[src/rtl/if_fetch_buf.sv]
// ---------------------------------------------------------------------------
// if_fetch_buf -- instruction fetch stage with an in-order prefetch queue.
//
// Issues one instruction-bus request per cycle for the current pc and tells
// the PC register to hold (nop) when the request was not granted. Responses
// return in order and are written into a DEPTH-entry queue. Decode pulls
// them out with a valid/ready handshake. A jump flushes the queue, and
// responses still in flight are counted and dropped as they arrive.
//
// Optional build macro: IF_FETCH_ERR_EN adds per-entry bus error tracking.
//
// Ports:
//   clk, rstn          clock, asynchronous active-low reset
//   pc, jump           fetch address / redirect (PC loads target same cycle)
//   nop                1 = pc not consumed this cycle, PC register holds
//   ibus_req/addr/gnt  request channel (addr = pc)
//   ibus_rvalid/rdata  in-order response channel
//   ibus_err, inst_err (IF_FETCH_ERR_EN only) response error / error of inst
//   inst_valid/ready   handshake to decode
//   inst, inst_addr    instruction word and its address
// ---------------------------------------------------------------------------
module if_fetch_buf #(
   parameter int          DEPTH    = 4,
   parameter logic [31:0] NOP_INST = 32'h0000_0013
) (
   input  logic        clk,
   input  logic        rstn,
   input  logic [31:0] pc,
   input  logic        jump,
   output logic        nop,
   output logic        ibus_req,
   output logic [31:0] ibus_addr,
   input  logic        ibus_gnt,
   input  logic        ibus_rvalid,
   input  logic [31:0] ibus_rdata,
`ifdef IF_FETCH_ERR_EN
   input  logic        ibus_err,
   output logic        inst_err,
`endif
   output logic        inst_valid,
   input  logic        inst_ready,
   output logic [31:0] inst,
   output logic [31:0] inst_addr
);
   localparam int          PW   = $clog2(DEPTH);
   localparam logic [PW:0] FULL = DEPTH[PW:0];

   // Pointers carry one extra wrap bit so full and empty are distinguishable.
   logic [PW:0]      wr, fill, rd;
   logic [PW:0]      discard;
   logic [DEPTH-1:0] filled;
   logic [31:0]      last_addr;
   logic [31:0]      addr_mem [DEPTH];
   logic [31:0]      data_mem [DEPTH];

   logic [PW-1:0]    wr_idx, fill_idx, rd_idx;
   logic [PW:0]      alloc_cnt, inflight;
   logic             grant, rsp_drop, rsp_fill, consume;
   logic [PW+1:0]    disc_sum;
   logic [PW:0]      disc_flush;

   assign wr_idx    = wr[PW-1:0];
   assign fill_idx  = fill[PW-1:0];
   assign rd_idx    = rd[PW-1:0];
   assign alloc_cnt = wr - rd;
   assign inflight  = wr - fill;

   assign ibus_req  = rstn & ~jump & (alloc_cnt < FULL);
   assign ibus_addr = pc;
   assign grant     = ibus_req & ibus_gnt;
   // Held low in reset and forced low on jump: the PC register must not see
   // jump and hold together.
   assign nop       = rstn & ~grant & ~jump;

   assign rsp_drop  = ibus_rvalid & (discard != '0);
   // A response with nothing allocated-unfilled is stray and ignored.
   assign rsp_fill  = ibus_rvalid & (discard == '0) & (fill != wr);

   assign inst_valid = filled[rd_idx] & (alloc_cnt != '0) & ~jump;
   assign consume    = inst_valid & inst_ready;
   assign inst       = inst_valid ? data_mem[rd_idx] : NOP_INST;
   assign inst_addr  = inst_valid ? addr_mem[rd_idx] : last_addr;

   // Everything still on the bus after a flush must be dropped: responses
   // already marked for discard plus the allocated-unfilled entries, less
   // the one response (if any) arriving in the jump cycle itself.
   always_comb begin
      disc_sum = {1'b0, discard} + {1'b0, inflight}
               - {{(PW+1){1'b0}}, (rsp_drop | rsp_fill)};
      if (disc_sum > {1'b0, FULL})
         disc_flush = FULL;
      else
         disc_flush = disc_sum[PW:0];
   end

   always_ff @(posedge clk or negedge rstn) begin
      if (!rstn) begin
         wr        <= '0;
         fill      <= '0;
         rd        <= '0;
         discard   <= '0;
         filled    <= '0;
         last_addr <= '0;
      end else if (jump) begin
         // No grant or consume can happen in a jump cycle.
         fill    <= wr;
         rd      <= wr;
         filled  <= '0;
         discard <= disc_flush;
      end else begin
         if (grant)
            wr <= wr + 1'b1;
         if (rsp_drop)
            discard <= discard - 1'b1;
         // fill and rd never index the same entry here: a filled entry at rd
         // implies fill is ahead of rd by less than DEPTH.
         if (rsp_fill) begin
            filled[fill_idx] <= 1'b1;
            fill             <= fill + 1'b1;
         end
         if (consume) begin
            filled[rd_idx] <= 1'b0;
            rd             <= rd + 1'b1;
         end
         if (inst_valid)
            last_addr <= addr_mem[rd_idx];
      end
   end

   // Payload storage needs no reset; validity is tracked by filled.
   always_ff @(posedge clk) begin
      if (grant)
         addr_mem[wr_idx] <= pc;
      if (rsp_fill)
         data_mem[fill_idx] <= ibus_rdata;
   end

`ifdef IF_FETCH_ERR_EN
   logic [DEPTH-1:0] err_mem;

   always_ff @(posedge clk) begin
      if (rsp_fill)
         err_mem[fill_idx] <= ibus_err;
   end

   assign inst_err = inst_valid & err_mem[rd_idx];
`endif

endmodule

[config.mk]
export PLATFORM = sky130hd
export DESIGN_NAME = if_fetch_buf
export DESIGN_NICKNAME = d
export VERILOG_FILES = /design/src/rtl/if_fetch_buf.sv
export SDC_FILE = /design/constraint.sdc
export NUM_CORES = 1
export LEC_CHECK = 0
export ABC_AREA = 1
export CAP_MARGIN = 20
export CORE_UTILIZATION = 35
export DETAILED_ROUTE_END_ITERATION = 8
export PLACE_DENSITY_LB_ADDON = 0.2
export SYNTH_ARGS = -nofsm -noshare
export SYNTH_HDL_FRONTEND = slang
export SYNTH_SLANG_ARGS = --single-unit
[constraint.sdc]
create_clock -name clk -period 4.5 [get_ports clk]
set_input_delay 0.45 -clock clk [delete_from_list [all_inputs] [get_ports clk]]
set_output_delay 0.45 -clock clk [all_outputs]
set_load 0.05 [all_outputs]
==> impl_metrics.env <==
export IMPL_cp_cell_sequence="buf_4 -> nand2_1 -> nand3_1 -> nand2_1 -> nor2_4 -> nand2_4 -> inv_4 -> o211ai_1 -> buf_12"
export IMPL_fillCellCount=3257
export IMPL_start_kind="flop"
export IMPL_crit_fanout=71
export IMPL_ff_latch_area_sq_um=8890
export IMPL_avgSynthCellArea_sq_um=11.6
export IMPL_yosys_area_share_adder=0.0268
export IMPL_drt_wl_total_um=28600
export IMPL_synthSimpleGateAreaFrac=0.128
export IMPL_synthCells=1091
export IMPL_synth_seq_cells=304
export IMPL_grt_pass1_wl_um=44200
export IMPL_wl_met1_um=13700
export IMPL_grt_pass1_vias=7680
export IMPL_cts_tree="done"
export IMPL_route_met2_wl_um=13500
export IMPL_die_area_sq_um=37000
export IMPL_synth_area_sq_um=12700
export IMPL_synth_seq_area_share=0.700
export IMPL_design_power_total_w=0.0109
export IMPL_clock_sinks=304
export IMPL_top_layer="met5"
export IMPL_clock_fmax_mhz=275
export IMPL_ios=169
export IMPL_drive_above_1_share=0.118
export IMPL_synth_top_area_frac=0.605
export IMPL_hold_ws_ns=0.153
export IMPL_slowest_stage="buf_4"
export IMPL_grt_ovfl_total=0
export IMPL_multi_input_area_sq_um=3140
export IMPL_tns_ns=0
export IMPL_min_path_type="in2async"
export IMPL_cp_required_ns=4.05
export IMPL_synth_area_leaders="edfxtp_1, dfrtp_1, nor2_1"
export IMPL_fin_skew_ns=0.0221
export IMPL_clkTransAtPathRegs_ns=0.06
export IMPL_setup_violations=0
export IMPL_maxCapViolCount=0
export IMPL_path_class="reg2out"
export IMPL_synth_top_family_by_area="simple AND/OR/NAND/NOR gates"
export IMPL_rows=69
export IMPL_drtIter0Drc=433
export IMPL_cts_hold_buf=0
export IMPL_status="finished with violations"
export IMPL_vias_per_cell=4.73
export IMPL_setup_ws_ns=0.870
export IMPL_synth_xor_area_share=0.00483
export IMPL_area_delta_synth_final_pct=26.2
export IMPL_slew_headroom=0.385
export IMPL_power_density_nw_per_um2=681
export IMPL_drcViolationCount=16
export IMPL_final_common_cell="edfxtp_1"
export IMPL_post_cts_resized=0
export IMPL_ir_drop_mv=0.385
export IMPL_firstDrtPassIters=7
export IMPL_post_cts_buffers=0
export IMPL_start_util=0.356
export IMPL_synth_cell_types=30
export IMPL_io_buffers=168
export IMPL_fin_crit_sh=0.807
export IMPL_hold_viol_final=0
export IMPL_antenna_found_initial=1
export IMPL_clock_root_buffer="clkbuf_16"
export IMPL_synth_area_leader_cell="edfxtp_1"
export IMPL_die_height_um=192
export IMPL_crit_path_end_kind="output pin"
export IMPL_clockBufferDepth=3
export IMPL_antenna_cells=0
export IMPL_yosys_mux_area_fraction=0
export IMPL_grt_use_total=0.157
export IMPL_period_needed_ns=3.63
export IMPL_routabilityCongestion=0.748
export IMPL_wl_per_cell_um=16.7
export IMPL_nNetsFinal=1325
export IMPL_p_leak_nw=6.14
export IMPL_die_w_um=192
export IMPL_slowest_delay_ns=0.62
export IMPL_core_sq_um=35700
export IMPL_final_cell_mix="edfxtp_1, nor2_1, nand2_1"
export IMPL_rsz0062_at_grt="no"
export IMPL_path_common_cell="nand2_1"
export IMPL_synthesis_nets=1187
export IMPL_met3_length_um=1050
export IMPL_ant_nets=0
export IMPL_place_ws_ns=1.21
export IMPL_vias=8113
export IMPL_final_max_slew_viol_count=0
export IMPL_grt_max_degree=87
export IMPL_ys_warn_count=0
export IMPL_cts_buffers=34
export IMPL_cp_arrival_ns=3.18
export IMPL_worst_pin_slew_ns=0.922
export IMPL_hpwlAfterDp_um=16500
export IMPL_cts_max_level=2
export IMPL_synth_compound_area_frac=0.0854
export IMPL_insertion_delay_ns=0.50
export IMPL_violations="design-rule violations"
final cells by class:
| cell class | instances | area share |
|---|---|---|
| well taps | 461 | 0.0360 |
| flip-flops and latches | 304 | 0.555 |
| repair buffers | 188 | 0.132 |
| multi-input cells | 654 | 0.196 |
| clock inverters | 20 | 0.0150 |
| inverters | 47 | 0.0115 |
| clock buffers | 40 | 0.0545 |
power by group:
group / internal (W) / switching [W]
sequential: 0.00341 / 0.000127
clock: 0.00168 / 0.00107
combinational: 0.00168 / 0.00295
total: 0.00676 / 0.00415
registers in the layout (all words and copies together) (netlist names):
signal     cells
fill           3
wr             3
addr_mem     128
rd             3
discard        3
last_addr     32
filled         4
data_mem     128
final timing paths:
| path | to | startpoint | depth (start not counted) | slack [ns] |
|---|---|---|---|---|
| min in group clk | last_addr[20]$_DFFE_PN0N_ | last_addr[20]$_DFFE_PN0N_ | 2 | 0.47 |
| hold / removal | last_addr[6]$_DFFE_PN0N_ | rstn | 2 | 0.15 |
| setup reg to reg | discard[0]$_DFFE_PN0P_ | discard[1]$_DFFE_PN0P_ | 15 | 1.51 |
| hold reg to reg | last_addr[20]$_DFFE_PN0N_ | last_addr[20]$_DFFE_PN0N_ | 2 | 0.47 |
| max in group asynchronous | rd[0]$_DFFE_PN0P_ | rstn | 2 | 3.78 |
| setup / recovery | inst[4] | rd[0]$_DFFE_PN0P_ | 9 | 0.87 |
kinds of logic after synthesis:
group                      Yosys count
AOI/OAI and AO/OA                  207
xor gates and xnor gates             7
DFF                                304
adders and majority gates           26
buffers and inverters              133
and+or+nand+nor                    414
critical path: cells and delay by family, from the launching register on:
family	cells	cell delay (ns)
flops	1	0.44
buf+inv	3	1.31
simple gates	5	0.67
compound gates	1	0.25
per-stage QoR:
stage / area [sq um] / utilization / cells
after detailed placement: 14900 / 0.418 / 1654
final: 16000 / 0.449 / 1714
after global routing: 16000 / 0.449 / 1714
after global placement: 14900 / 0.418 / 1654
after CTS: 16000 / 0.449 / 1714
after floorplan: 12700 / - / 1091
per-layer routing:
metal,GRT usage,up-vias
met5,0,-
met4,0.0369,2
li1,-,4018
met3,0.0273,35
met2,0.254,132
met1,0.219,3926
cells in the mapped netlist:
cell and instances:
o211ai_1 3, xnor2_1 5, nand3_1 16, ha_1 24
and3_1 1, dfrtp_1 48, nand2_4 1, nor2_4 1
o21ai_0 137, nand4_1 4, buf_1 2, nor3_1 1
fa_1 2, nand4_2 1, clkbuf_1 20, nand2_1 180
edfxtp_1 256, buf_2 23, nand2_2 1, o22ai_1 33
clkinv_1 1, a21oi_1 34, buf_4 37, inv_2 2
inv_4 2, buf_6 4, inv_1 42, nand3_2 1
xor2_1 2, nor2_1 207
Power figures use the tool's default switching activity.
